==> src/rtl/mem_port_arbiter_pkg.sv <==
// Shared definitions for the unified-memory port arbiter.
// Contents:
//   arb_state_e  - arbiter sequencing states (2-bit, also decoded by the controller)
//   arb_owner_e  - which port owns the access in flight
//   cnt_width()  - counter width needed to hold 0..max_val
package mem_port_arbiter_pkg;

  typedef enum logic [1:0] {
    ARB_IDLE = 2'd0,
    ARB_BUSY = 2'd1,
    ARB_RESP = 2'd2
  } arb_state_e;

  typedef enum logic {
    OWN_IF = 1'b0,
    OWN_D  = 1'b1
  } arb_owner_e;

  localparam int unsigned STARVE_MAX_DEFAULT = 4;

  function automatic int unsigned cnt_width(input int unsigned max_val);
    return (max_val < 2) ? 1 : $clog2(max_val + 1);
  endfunction

endpackage

==> src/rtl/mem_port_arbiter_starve_cnt.sv <==
// Saturating starvation counter for the fetch port.
// Ports:
//   clk      in  system clock, rising edge
//   rst      in  synchronous active-high reset (count -> 0)
//   inc_i    in  count one more data grant made while fetch waited
//   clr_i    in  fetch was granted; clear (wins over inc_i)
//   at_max_o out count has reached MAX; fetch must be granted next
module arb_starve_cnt
  import mem_port_arbiter_pkg::*;
#(
  parameter int unsigned MAX = STARVE_MAX_DEFAULT
) (
  input  logic clk,
  input  logic rst,
  input  logic inc_i,
  input  logic clr_i,
  output logic at_max_o
);

  localparam int unsigned W = cnt_width(MAX);
  localparam logic [W-1:0] MAX_V = W'(MAX);

  logic [W-1:0] cnt_q, cnt_d;

  always_comb begin
    cnt_d = cnt_q;
    if (clr_i) begin
      cnt_d = '0;
    end else if (inc_i && (cnt_q != MAX_V)) begin
      cnt_d = cnt_q + W'(1);
    end
  end

  always_ff @(posedge clk) begin
    if (rst) begin
      cnt_q <= '0;
    end else begin
      cnt_q <= cnt_d;
    end
  end

  assign at_max_o = (cnt_q == MAX_V);

endmodule

==> src/rtl/mem_port_arbiter.sv <==
// Arbitrates one single-ported unified memory between the IF fetch port and
// the M-stage load/store port. Each access runs IDLE -> BUSY -> RESP; data
// wins ties unless fetch has been passed over STARVE_MAX times in a row.
// Ports:
//   clk, rst                 clock, synchronous active-high reset
//   if_req/if_addr           fetch request (held until if_ack)
//   if_rdata/if_ack          fetched word with one-cycle completion pulse
//   if_stall                 if_req & ~if_ack
//   d_req/d_we/d_addr/d_wdata load/store request (held until d_ack)
//   d_rdata/d_ack            load data with one-cycle completion pulse
//   d_stall                  d_req & ~d_ack
//   mem_req/we/addr/wdata    registered memory command, held until mem_ready
//   mem_rdata/mem_ready      memory response, only honoured in BUSY
module mem_port_arbiter
  import mem_port_arbiter_pkg::*;
#(
  parameter int unsigned STARVE_MAX = STARVE_MAX_DEFAULT
) (
  input  logic        clk,
  input  logic        rst,
  input  logic        if_req,
  input  logic [31:0] if_addr,
  output logic [31:0] if_rdata,
  output logic        if_ack,
  output logic        if_stall,
  input  logic        d_req,
  input  logic        d_we,
  input  logic [31:0] d_addr,
  input  logic [31:0] d_wdata,
  output logic [31:0] d_rdata,
  output logic        d_ack,
  output logic        d_stall,
  output logic        mem_req,
  output logic        mem_we,
  output logic [31:0] mem_addr,
  output logic [31:0] mem_wdata,
  input  logic [31:0] mem_rdata,
  input  logic        mem_ready
);

  arb_state_e  state_q, state_d;
  arb_owner_e  owner_q, owner_d;
  logic        mem_req_q, mem_req_d;
  logic        mem_we_q, mem_we_d;
  logic [31:0] mem_addr_q, mem_addr_d;
  logic [31:0] mem_wdata_q, mem_wdata_d;
  logic [31:0] if_rdata_q, if_rdata_d;
  logic [31:0] d_rdata_q, d_rdata_d;
  logic        if_ack_q, if_ack_d;
  logic        d_ack_q, d_ack_d;
  logic        starve_inc, starve_clr, starve_at_max;
  logic        grant_if;

  arb_starve_cnt #(.MAX(STARVE_MAX)) u_starve (
    .clk      (clk),
    .rst      (rst),
    .inc_i    (starve_inc),
    .clr_i    (starve_clr),
    .at_max_o (starve_at_max)
  );

  // Fetch wins when it is alone or has been starved long enough.
  assign grant_if = if_req & (~d_req | starve_at_max);

  always_comb begin
    state_d     = state_q;
    owner_d     = owner_q;
    mem_req_d   = mem_req_q;
    mem_we_d    = mem_we_q;
    mem_addr_d  = mem_addr_q;
    mem_wdata_d = mem_wdata_q;
    if_rdata_d  = if_rdata_q;
    d_rdata_d   = d_rdata_q;
    if_ack_d    = 1'b0;
    d_ack_d     = 1'b0;
    starve_inc  = 1'b0;
    starve_clr  = 1'b0;
    unique case (state_q)
      ARB_IDLE: begin
        if (if_req || d_req) begin
          state_d    = ARB_BUSY;
          mem_req_d  = 1'b1;
          starve_clr = grant_if;
          starve_inc = ~grant_if & if_req;
          if (grant_if) begin
            owner_d     = OWN_IF;
            mem_we_d    = 1'b0;
            mem_addr_d  = if_addr;
            mem_wdata_d = '0;
          end else begin
            owner_d     = OWN_D;
            mem_we_d    = d_we;
            mem_addr_d  = d_addr;
            mem_wdata_d = d_wdata;
          end
        end
      end
      ARB_BUSY: begin
        // Ack is registered here so it is high for the RESP cycle only.
        if (mem_ready) begin
          state_d   = ARB_RESP;
          mem_req_d = 1'b0;
          mem_we_d  = 1'b0;
          if (owner_q == OWN_IF) begin
            if_rdata_d = mem_rdata;
            if_ack_d   = 1'b1;
          end else begin
            d_ack_d = 1'b1;
            if (!mem_we_q) begin
              d_rdata_d = mem_rdata;
            end
          end
        end
      end
      ARB_RESP: begin
        state_d = ARB_IDLE;
      end
      default: begin
        state_d = ARB_IDLE;
      end
    endcase
  end

  always_ff @(posedge clk) begin
    if (rst) begin
      state_q     <= ARB_IDLE;
      owner_q     <= OWN_IF;
      mem_req_q   <= 1'b0;
      mem_we_q    <= 1'b0;
      mem_addr_q  <= '0;
      mem_wdata_q <= '0;
      if_rdata_q  <= '0;
      d_rdata_q   <= '0;
      if_ack_q    <= 1'b0;
      d_ack_q     <= 1'b0;
    end else begin
      state_q     <= state_d;
      owner_q     <= owner_d;
      mem_req_q   <= mem_req_d;
      mem_we_q    <= mem_we_d;
      mem_addr_q  <= mem_addr_d;
      mem_wdata_q <= mem_wdata_d;
      if_rdata_q  <= if_rdata_d;
      d_rdata_q   <= d_rdata_d;
      if_ack_q    <= if_ack_d;
      d_ack_q     <= d_ack_d;
    end
  end

  assign mem_req   = mem_req_q;
  assign mem_we    = mem_we_q;
  assign mem_addr  = mem_addr_q;
  assign mem_wdata = mem_wdata_q;
  assign if_rdata  = if_rdata_q;
  assign d_rdata   = d_rdata_q;
  assign if_ack    = if_ack_q;
  assign d_ack     = d_ack_q;
  assign if_stall  = if_req & ~if_ack_q;
  assign d_stall   = d_req & ~d_ack_q;

endmodule

==> config.mk <==
export PLATFORM = sky130hd
export DESIGN_NAME = mem_port_arbiter
export DESIGN_NICKNAME = d
export VERILOG_FILES = /design/src/rtl/mem_port_arbiter_pkg.sv /design/src/rtl/mem_port_arbiter_starve_cnt.sv /design/src/rtl/mem_port_arbiter.sv
export SDC_FILE = /design/constraint.sdc
export NUM_CORES = 1
export LEC_CHECK = 0
export BUFFER_PORTS_ARGS = -buffer_cell sky130_fd_sc_hd__buf_2
export CORE_UTILIZATION = 47
export DETAILED_ROUTE_END_ITERATION = 10
export PLACE_DENSITY = 0.81
export SLEW_MARGIN = 20
export SYNTH_ARGS = -nofsm -noshare
export SYNTH_HDL_FRONTEND = slang
export SYNTH_SLANG_ARGS = --single-unit
export TNS_END_PERCENT = 100
==> constraint.sdc <==
create_clock -name clk -period 2.1 [get_ports clk]
set_clock_uncertainty 0.1 [all_clocks]
set_input_delay 0.42 -clock clk [delete_from_list [all_inputs] [get_ports clk]]
set_output_delay 0.42 -clock clk [all_outputs]
set_load 0.005 [all_outputs]
==> results.md, run 1 <==
* Psw at 1750 uW
* WL final at 17500 microns
* Failing checks: design-rule violations
* TNS Setup at 0 ns
* Startpoint types: flip-flop
* Post-CTS setup buffer count at 0
* Critical Path End Type: flip-flop
* Fin Hold WS at 0.159 ns
* Clk slew on worst S/H paths at 0.06 ns
* Maxcap violations at 0
* Die width at 112 microns
* Grt met1 use at 0.340
* Most frequent cells after synthesis: dfxtp_1, a21oi_1, o21ai_0, nand2_1, nand3_1
* Total power at 6700 uW
* RSZ-0062 raised after global routing: no
* Largest family of logic cells by synthesized area: compound AO/OA/AOI/OAI gates
* Worst Setup Slack, final at 0.278 ns
* CTS H-Tree Depth at 4
* Grt peak-use layer: met2
* Layout cells sized above 1 at 0.362
* Asr flop ratio synth at 0
* Clock power frac at 0.429
* Drt drc at 15
* Initial drt markers at 562
* CP max FO at 32
* CTS sink count at 138
* Seq pwr share at 0.427
* Final net count at 1049
* Row count at 39
* Leak at 0.00328 uW
* IO Count at 268
* Synth Area in XOR/XNOR at 0
* Compound-Gate Fraction of Synth Area at 0.316
* Slew @ Worst Pin at 0.678 ns
* Diode count at 0
* Mapped Cells at 683
* Pre-antenna DRT Iters at 8
* Synthesis Warnings at 0
* Core area at 11600 sq um
* Dpl hpwl at 11600 microns
* Area share of fa/ha/maj cells after synthesis at 0.00441
* Remaining antenna violation count at 0
* Hold Crit Class: input pin to flip-flop
* Pwr Density at 872 nW/um^2
* Root Buffer: clkbuf_16
* CP Data Arrival Time at 2.03 ns
* Initial antenna violation count at 0
* Wire length per cell at 16.4 microns
* Ranking of synthesized cells by area: dfxtp_1, a21oi_1, o21ai_0
* Initial Util at 0.489
* Inserted Clock Buffers at 17
* Hold-fix buffers at CTS at 0
* First-pass GRT wire length at 28100 microns
* Post-Syn Nets at 819
* Outcome: complete, but fails checks
* Most common cell in the netlist: dfxtp_1
* Final worst path period need at 1.82 ns
* Int Pwr at 4950 uW
* Relative slew slack at 0.548
* EDFF count, synth at 0
* Max Fclk at 549 MHz
* Non-filler cells, final at 1069
* Met2 Use GR at 0.458
* Largest net degree at the start of global routing at 69
* Later-pin clock latency in the skew report at 0.41 ns
* Dpl ws at 0.271 ns
* Total die area at 12500 sq um
* # resized after CTS at 0
* IO buf count at 267
* Mux share of post-synthesis cell area at 0
* Vias in the first global route at 5686
* Via density at 5.79
* Comb pwr share at 0.144
* Fin. max-slew vios at 0
* Placed cells at 1037
* Switching share of power at 0.262
* Register bit total from synthesis at 138
* DR vias at 6187
* Simple-Gate Fraction of Synth Area at 0.126
* Dominant cell type by area after synthesis: dfxtp_1
* Fill cells at 1013
* Final setup violation count at 0
* Aggregate global routing overflow at 0
* CTS Buffer Depth at 2
* Synth Flop Type: dfxtp_1
* Post-Syn Area at 5680 sq um
* Final period utilization at 0.867
* VDD IR max at 0.590 mV
* R2r setup slk at 0.28 ns
* GR Util All Layers at 0.279
* Critical Path RT at 2.31 ns
* Seq/Total Area, Yosys at 0.487
* Met3 Use GR at 0.0817
* Type of the worst setup path: flip-flop to flip-flop
* Die span in y at 112 microns
* Syn Area/Cell at 8.31 sq um
* CTS tree: yes
* Final Hold Viols at 0
* Post-synth top area share at 0.487
* Final GP Congestion at 0.927
* Distinct cells, synth at 36
* Area Growth Syn to Fin at 35.3%
[layout make-up]
| cell class | count | area (sq um) | area share |
|---|---|---|---|
| Sequential cell | 138 | 2760 | 0.360 |
| Multi-Input combinational cell | 458 | 2550 | 0.332 |
| Timing Repair Buffer | 294 | 1600 | 0.209 |
| Clock buffer | 20 | 447 | 0.0582 |
| Tap cell | 143 | 179 | 0.0233 |
| Clock inverter | 12 | 125 | 0.0163 |
| Inverter | 4 | 15.0 | 0.00196 |
[layer usage]
layer  part of all wire  wire length, microns
met1               0.40                  6980
met3              0.078                  1370
met2               0.50                  8690
met5                  0                     0
met4              0.029                   510
[worst max-delay path, stage by stage (launching register included)]
cell and delay [ns]:
dfxtp_1 0.38, inv_1 0.06, ha_1 0.25, a21boi_2 0.20
buf_4 0.32, o21ai_0 0.13, a311oi_1 0.28
[sequential cells by signal (all words and copies together), names as in the netlist, 2 cells and up]
| signal | cells |
|---|---|
| mem_wdata | 32 |
| if_rdata | 32 |
| d_rdata | 32 |
| mem_addr | 32 |
| state_q | 2 |
| u_starve.cnt_q | 3 |
[cells in the final DEF (no fill, tap or decap), types with 2 or more instances in the layout]
cell type / n
bufinv_16: 2
ha_1: 2
o21ai_1: 7
nor2_1: 3
a21oi_1: 135
buf_12: 5
nand3_1: 64
o21ai_0: 91
clkbuf_16: 17
o2111ai_1: 33
inv_1: 3
clkinv_2: 5
buf_4: 23
dfxtp_1: 138
nor2_2: 2
a311oi_1: 33
clkbuf_1: 2
clkinvlp_4: 3
nand2_1: 67
clkinv_4: 2
buf_2: 266
[cell families (layout without fill, tap and decap cells)]
| family | after synthesis | in the layout |
|---|---|---|
| AOI/OAI and AO/OA | 304 | 304 |
| adders and majority gates | 2 | 2 |
| buffers and inverters | 87 | 330 |
| DFF | 138 | 138 |
| and+or+nand+nor | 152 | 152 |
[worst paths after layout]
path / startpoint / end / depth (start not counted)
max: u_starve.cnt_q[0]$_SDFFE_PP0P_ / mem_addr[5]$_SDFFE_PP0P_ / 6
min: mem_rdata[4] / if_rdata[4]$_SDFFE_PP0P_ / 3
min reg2reg: if_rdata[12]$_SDFFE_PP0P_ / if_rdata[12]$_SDFFE_PP0P_ / 2
max reg2reg: u_starve.cnt_q[0]$_SDFFE_PP0P_ / mem_addr[5]$_SDFFE_PP0P_ / 6
[through the flow]
step | instance area (sq um) | utilization
5_1_grt | 7680 | 0.661
3_3_place_gp | 7110 | 0.612
2_1_floorplan | 5680 | -
4_1_cts | 7680 | 0.661
6_report | 7680 | 0.661
3_5_place_dp | 7110 | 0.612
[power by group through the flow]
stage | clock network, uW | registers [uW] | logic, uW
4_1_cts | 2920 | 2860 | 963
3_3_place_gp | 0 | 2910 | 950
3_5_place_dp | 0 | 2910 | 960
5_1_grt | 3040 | 2880 | 1060
2_1_floorplan | 0 | 2920 | 505
6_report | 2880 | 2860 | 966
Power figures use the tool's default switching activity.
==> run 2, diff against run 1 <==
--- a/config.mk
+++ b/config.mk
@@ -5,11 +5,12 @@
 export SDC_FILE = /design/constraint.sdc
 export NUM_CORES = 1
 export LEC_CHECK = 0
+export ABC_AREA = 1
 export BUFFER_PORTS_ARGS = -buffer_cell sky130_fd_sc_hd__buf_2
-export CORE_UTILIZATION = 47
+export CORE_UTILIZATION = 46
 export DETAILED_ROUTE_END_ITERATION = 10
-export PLACE_DENSITY = 0.81
-export SLEW_MARGIN = 20
+export PLACE_DENSITY = 0.83
+export SLEW_MARGIN = 15
 export SYNTH_ARGS = -nofsm -noshare
 export SYNTH_HDL_FRONTEND = slang
 export SYNTH_SLANG_ARGS = --single-unit
==> run 2 against run 1 <==
The run still ends with design-rule violations left. Worst hold slack got worse by 0.0039 ns. Critical endpoint is now mem_wdata[25]$_SDFFE_PP0P_. Register-to-register slack improved by 0.05 ns. Worst setup slack improved by 0.047 ns. Global-route usage fell by 2.8 points. Largest cell class unchanged. Synthesized area fell by 1.6%. Die area rose by 0.53%. Synthesized cell count rose by 12%. Via count fell by 4.5%. Wire length fell by 9.5%. First-iteration DRC count rose by 4.6%. Total power rose by 5.5%. Non-clock buffer count fell by 15.
==> results.md, run 2 <==
* First-pass GRT wire length at 25300 microns
* Failing checks: design-rule violations
* Most frequent cells in the layout: buf_2, nor2_1, dfxtp_1, nand2_1, nand3_1
* Post-Syn Area at 5590 sq um
* Die width at 112 microns
* Syn Area/Cell at 7.27 sq um
* Most common cell in the netlist: nor2_1
* Final GP Congestion at 0.840
* Most common cell after layout, fill and taps aside: buf_2
* Leak at 0.00393 uW
* Psw at 1750 uW
* Later-pin clock latency in the skew report at 0.41 ns
* IO Count at 268
* Hold-fix buffers at CTS at 0
* Dpl hpwl at 10500 microns
* CP Data Arrival Time at 2.01 ns
* Row count at 39
* Initial Util at 0.481
* Die span in y at 112 microns
* Asr flop ratio synth at 0
* Register bit total from synthesis at 138
* Relative slew slack at 0.629
* Via density at 5.07
* Final period utilization at 0.845
* Final net count at 1145
* Int Pwr at 5320 uW
* EDFF count, synth at 0
* Switching share of power at 0.248
* Post-synth top area share at 0.495
* Remaining antenna violation count at 0
* Clock power frac at 0.446
* Comb pwr share at 0.143
* Critical Path RT at 2.33 ns
* Outcome: complete, but fails checks
* # resized after CTS at 0
* Fin. max-slew vios at 0
* Critical Path End Type: flip-flop
* Aggregate global routing overflow at 0
* Root Buffer: clkbuf_16
* Total die area at 12600 sq um
* Post-Syn Nets at 904
* Area Growth Syn to Fin at 35.3%
* Vias in the first global route at 5389
* IO buf count at 267
* Clk slew on worst S/H paths at 0.05 ns
* Dominant cell type by area after synthesis: dfxtp_1
* Initial drt markers at 588
* Placement Cell Area at 6940 sq um
* Total power at 7070 uW
* Layout cells sized above 1 at 0.311
* Post-CTS setup buffer count at 0
* Worst Setup Slack, final at 0.325 ns
* CTS sink count at 138
* Dpl ws at 0.361 ns
* CTS Buffer Depth at 2
* Synthesis Warnings at 0
* Maxcap violations at 0
* Hold Crit Class: input pin to flip-flop
* Pre-antenna DRT Iters at 8
* Mapped Cells at 768
* CTS H-Tree Depth at 4
* Distinct cells, synth at 22
* GR Util All Layers at 0.251
* Drt drc at 15
* Synth Flop Type: dfxtp_1
* Pwr Density at 935 nW/um^2
* Inserted Clock Buffers at 17
* Initial antenna violation count at 1
* Core area at 11600 sq um
* WL final at 15900 microns
* Final setup violation count at 0
* Ranking of synthesized cells by area: dfxtp_1, nor2_1, nand3_1
* Startpoint types: flip-flop
* Wire length per cell at 13.6 microns
* RSZ-0062 raised after global routing: no
* CTS tree: yes
* Design area at 7560 sq um
* Final worst path period need at 1.77 ns
* DR vias at 5910
* Type of the worst setup path: flip-flop to flip-flop
* Largest net degree at the start of global routing at 99
* VDD IR max at 0.626 mV
* Max Fclk at 563 MHz
* CP max FO at 66
* Most frequent cells after synthesis: nor2_1, dfxtp_1, nand2_1, nand3_1, o21ai_0
* TNS Setup at 0 ns
* Seq/Total Area, Yosys at 0.495
* Seq pwr share at 0.411
* Slew @ Worst Pin at 0.556 ns
* Final Hold Viols at 0
-- run 2: cell types whose count changed after synthesis, moves of 33 or more --
cell	previous run	this run
nor2_1	4	167
nand2_1	67	109
inv_1	4	41
a21oi_1	135	40
nand3_1	64	102
o2111ai_1	33	0
a311oi_1	33	0
-- run 2: final timing paths --
kind                                end  cells after the start  slack [ns]                           start
max          mem_wdata[25]$_SDFFE_PP0P_                      8        0.33  u_starve.cnt_q[0]$_SDFFE_PP0P_
min             d_rdata[8]$_SDFFE_PP0P_                      3        0.16                    mem_rdata[8]
max reg2reg  mem_wdata[25]$_SDFFE_PP0P_                      8        0.33  u_starve.cnt_q[0]$_SDFFE_PP0P_
min reg2reg  mem_wdata[28]$_SDFFE_PP0P_                      2        0.36      mem_wdata[28]$_SDFFE_PP0P_
-- run 2: kinds of logic after synthesis --
kind of cell / Yosys count / synth area share
simple gates: 420 / 0.321
flops: 138 / 0.495
compound gates: 107 / 0.0959
buf+inv: 101 / 0.0844
fa+ha+maj: 2 / 0.00448
-- run 2: power by group through the flow --
stage / clock (uW) / combinational, uW / sequential (uW)
after floorplan: 0 / 565 / 2970
after global placement: 0 / 991 / 2950
after detailed placement: 0 / 1010 / 2950
after CTS: 3180 / 1010 / 2900
after global routing: 3300 / 1140 / 2920
final: 3150 / 1010 / 2900
-- run 2: area by class of cell --
cell class	instances	area (sq um)
clock buffer	25	485
multi-input combinational	529	2350
antenna	1	2.50
clock inverter	7	138
inverter	44	165
timing repair buffer	279	1480
fill	1038	4050
tap	143	179
sequential	138	2760
-- run 2: per-stage QoR --
| stage | hold WS (ns) | util | std cells |
|---|---|---|---|
| floorplan | 0.358 | - | 768 |
| global placement | 0.347 | 0.597 | 1133 |
| detailed placement | 0.351 | 0.597 | 1133 |
| CTS | 0.137 | 0.651 | 1165 |
| global route | 0.146 | 0.651 | 1166 |
| finish | 0.155 | 0.651 | 1166 |
-- run 2: per-layer routing --
layer | share of wire | global-route usage | up-vias
li1 | - | - | 2956
met1 | 0.40 | 0.286 | 2672
met2 | 0.50 | 0.430 | 249
met3 | 0.082 | 0.0826 | 33
met4 | 0.023 | 0.111 | 0
met5 | 0 | 0 | -
-- run 2: critical path, cell delays in order, from the launching register on --
cell	delay, ns
dfxtp_1	0.35
inv_1	0.07
ha_1	0.21
nand2_1	0.11
nand2_4	0.15
nand2_2	0.12
buf_12	0.27
nand3_1	0.12
a21oi_1	0.18
==> run 3, diff against run 2 <==
==> constraint.sdc (replaced) <==
create_clock -name clk -period 1.7 [get_ports clk]
set_clock_uncertainty 0.1 [all_clocks]
set_input_delay 0.34 -clock clk [delete_from_list [all_inputs] [get_ports clk]]
set_output_delay 0.34 -clock clk [all_outputs]
set_load 0.005 [all_outputs]
==> run 3 against run 2 <==
The flow still finishes with violations (design-rule violations). Via count down 1.0%. Largest cell class unchanged. Final cell count rose by 0.77%. Fmax rose by 13%. Non-clock buffer count increased by 10. Worst hold slack got worse by 0.084 ns. Sequential power grew 24%. Cell area is 2.8% higher. Global-route usage increased by 0.66 points. Wire length is 2.6% higher. Combinational power rose by 31%. Worst setup slack lost 0.19 ns.
==> results.md, run 3 (synthesized netlist as in run 2, its figures left out) <==
* Outcome: complete, but fails checks
* Failing checks: design-rule violations
* WL final at 16300 microns
* First-pass GRT wire length at 25800 microns
* Inserted Clock Buffers at 17
* Final Hold Viols at 0
* CTS H-Tree Depth at 4
* Final period utilization at 0.923
* Dpl hpwl at 10900 microns
* Leak at 0.00404 uW
* Buf/Inv on CP at 3
* Fin Hold WS at 0.0706 ns
* Crit-path cells: inv_1 -> ha_1 -> nand2_1 -> nand2_4 -> buf_4 -> nand3_1 -> nand3_1 -> nand2_1 -> inv_1
* Wire length per cell at 13.9 microns
* Critical Path RT at 1.91 ns
* CTS tree: yes
* Diode count at 0
* Initial drt markers at 486
* Max Fclk at 637 MHz
* CP max-delay cell: dfxtp_1
* CTS sink count at 138
* Core Util, Final at 0.670
* Critical Path Max Stage Delay at 0.35 ns
* Hold Crit Class: input pin to flip-flop
* Worst path top cell family by delay: simple AND/OR/NAND/NOR gates
* Total die area at 12600 sq um
* Most frequent cells in the layout: buf_2, nor2_1, dfxtp_1, nand2_1, nand3_1
* Hold Crit Depth at 3
* Remaining antenna violation count at 0
* R2r worst-path depth at 9
* Area Growth Syn to Fin at 39.2%
* Startpoint types: flip-flop
* Layout cells sized above 1 at 0.323
* Critical Path End Type: flip-flop
* Post-CTS setup buffer count at 0
* Type of the worst setup path: flip-flop to flip-flop
* Clk slew on worst S/H paths at 0.06 ns
* IO Count at 268
* IO buf count at 267
* Fin. max-slew vios at 0
* Row count at 39
* CP Data Arrival Time at 1.78 ns
* Most common cell after layout, fill and taps aside: buf_2
* Final setup violation count at 0
* Largest net degree at the start of global routing at 65
* Aggregate global routing overflow at 0
* Vias in the first global route at 5550
* Final GP Congestion at 0.850
* Via density at 4.98
* Initial antenna violation count at 0
* Hold_sp: mem_rdata[10]
* Later-pin clock latency in the skew report at 0.41 ns
* Final net count at 1155
* Relative slew slack at 0.667
* Drt drc at 15
* Root Buffer: clkbuf_16
* Die span in y at 112 microns
* Final worst path period need at 1.57 ns
* CP max FO at 18
* VDD IR max at 0.853 mV
* TNS Setup at 0 ns
* Maxcap violations at 0
* Core area at 11600 sq um
* Slew @ Worst Pin at 0.499 ns
* RSZ-0062 raised after global routing: no
* Pwr Density at 1170 nW/um^2
* Critical R2R Capture: mem_addr[28]$_SDFFE_PP0P_
* DR vias at 5850
* GR Util All Layers at 0.258
* Worst r2r src: u_starve.cnt_q[0]$_SDFFE_PP0P_
* R2r setup slk at 0.13 ns
* Die width at 112 microns
* Initial Util at 0.481
* CTS Buffer Depth at 2
* Pre-antenna DRT Iters at 9
* Endpoint with the worst hold slack: d_rdata[10]$_SDFFE_PP0P_
[run 3: changes by cell type in the layout (fill, tap and decap cells not counted), sizes merged]
cell / before / now
buf: 279 / 288
clkbuf: 25 / 19
clkinv: 2 / 5
bufinv: 4 / 6
inv: 44 / 46
diode: 1 / 0
[run 3: how the worst max path moves through the flow]
stage	slack, ns	cells past startpoint	to	start
detailed placement	0.14	10	mem_addr[28]$_SDFFE_PP0P_	u_starve.cnt_q[0]$_SDFFE_PP0P_
global placement	0.23	7	mem_addr[0]$_SDFFE_PP0P_	if_req
finish	0.13	9	mem_addr[28]$_SDFFE_PP0P_	u_starve.cnt_q[0]$_SDFFE_PP0P_
floorplan	0.29	11	mem_addr[30]$_SDFFE_PP0P_	u_starve.cnt_q[0]$_SDFFE_PP0P_
CTS	0.11	8	mem_wdata[27]$_SDFFE_PP0P_	u_starve.cnt_q[0]$_SDFFE_PP0P_
global route	0.02	9	mem_addr[28]$_SDFFE_PP0P_	u_starve.cnt_q[0]$_SDFFE_PP0P_
[run 3: where the power goes]
group	internal, uW	leakage, uW	switching [uW]	total (uW)
combinational	578	0.00258	741	1320
sequential	3470	0.00113	117	3590
clock	2800	0.000331	1410	4220
total	6850	0.00404	2270	9120
[run 3: final cells by class]
class	count	area, sq um
Sequential cell	138	2760
Clock inverter	14	241
Tap cell	143	179
Timing Repair Buffer	289	1630
Fill cell	980	3840
Multi-Input combinational cell	529	2360
Inverter	44	165
Clock buffer	18	439
[run 3: through the flow]
step	instances	worst slack [ns]	area, sq um	power, uW
finish	1175	0.130	7780	9120
CTS	1174	0.107	7750	9160
global placement	1142	0.233	7070	4930
detailed placement	1142	0.141	7070	4950
global route	1175	0.0179	7780	9500
floorplan	768	0.290	5590	4370
[run 3: repair_timing]
item | 4_1_cts | 5_1_grt
hold buffers | 0 | 0
endpoints found under the setup margin | 0 | 8
resized for setup | 0 | 1
[run 3: per-layer routing]
layer,GRT usage,up-vias,part of all wire
met1,0.275,2606,0.40
met3,0.0875,30,0.072
met5,0,-,0
met4,0.0987,0,0.022
met2,0.470,237,0.50
li1,-,2977,-
[run 3: worst min-delay path: stages]
cell and delay, ns:
buf_2 0.08, nor3_1 0.04, nor2_1 0.08
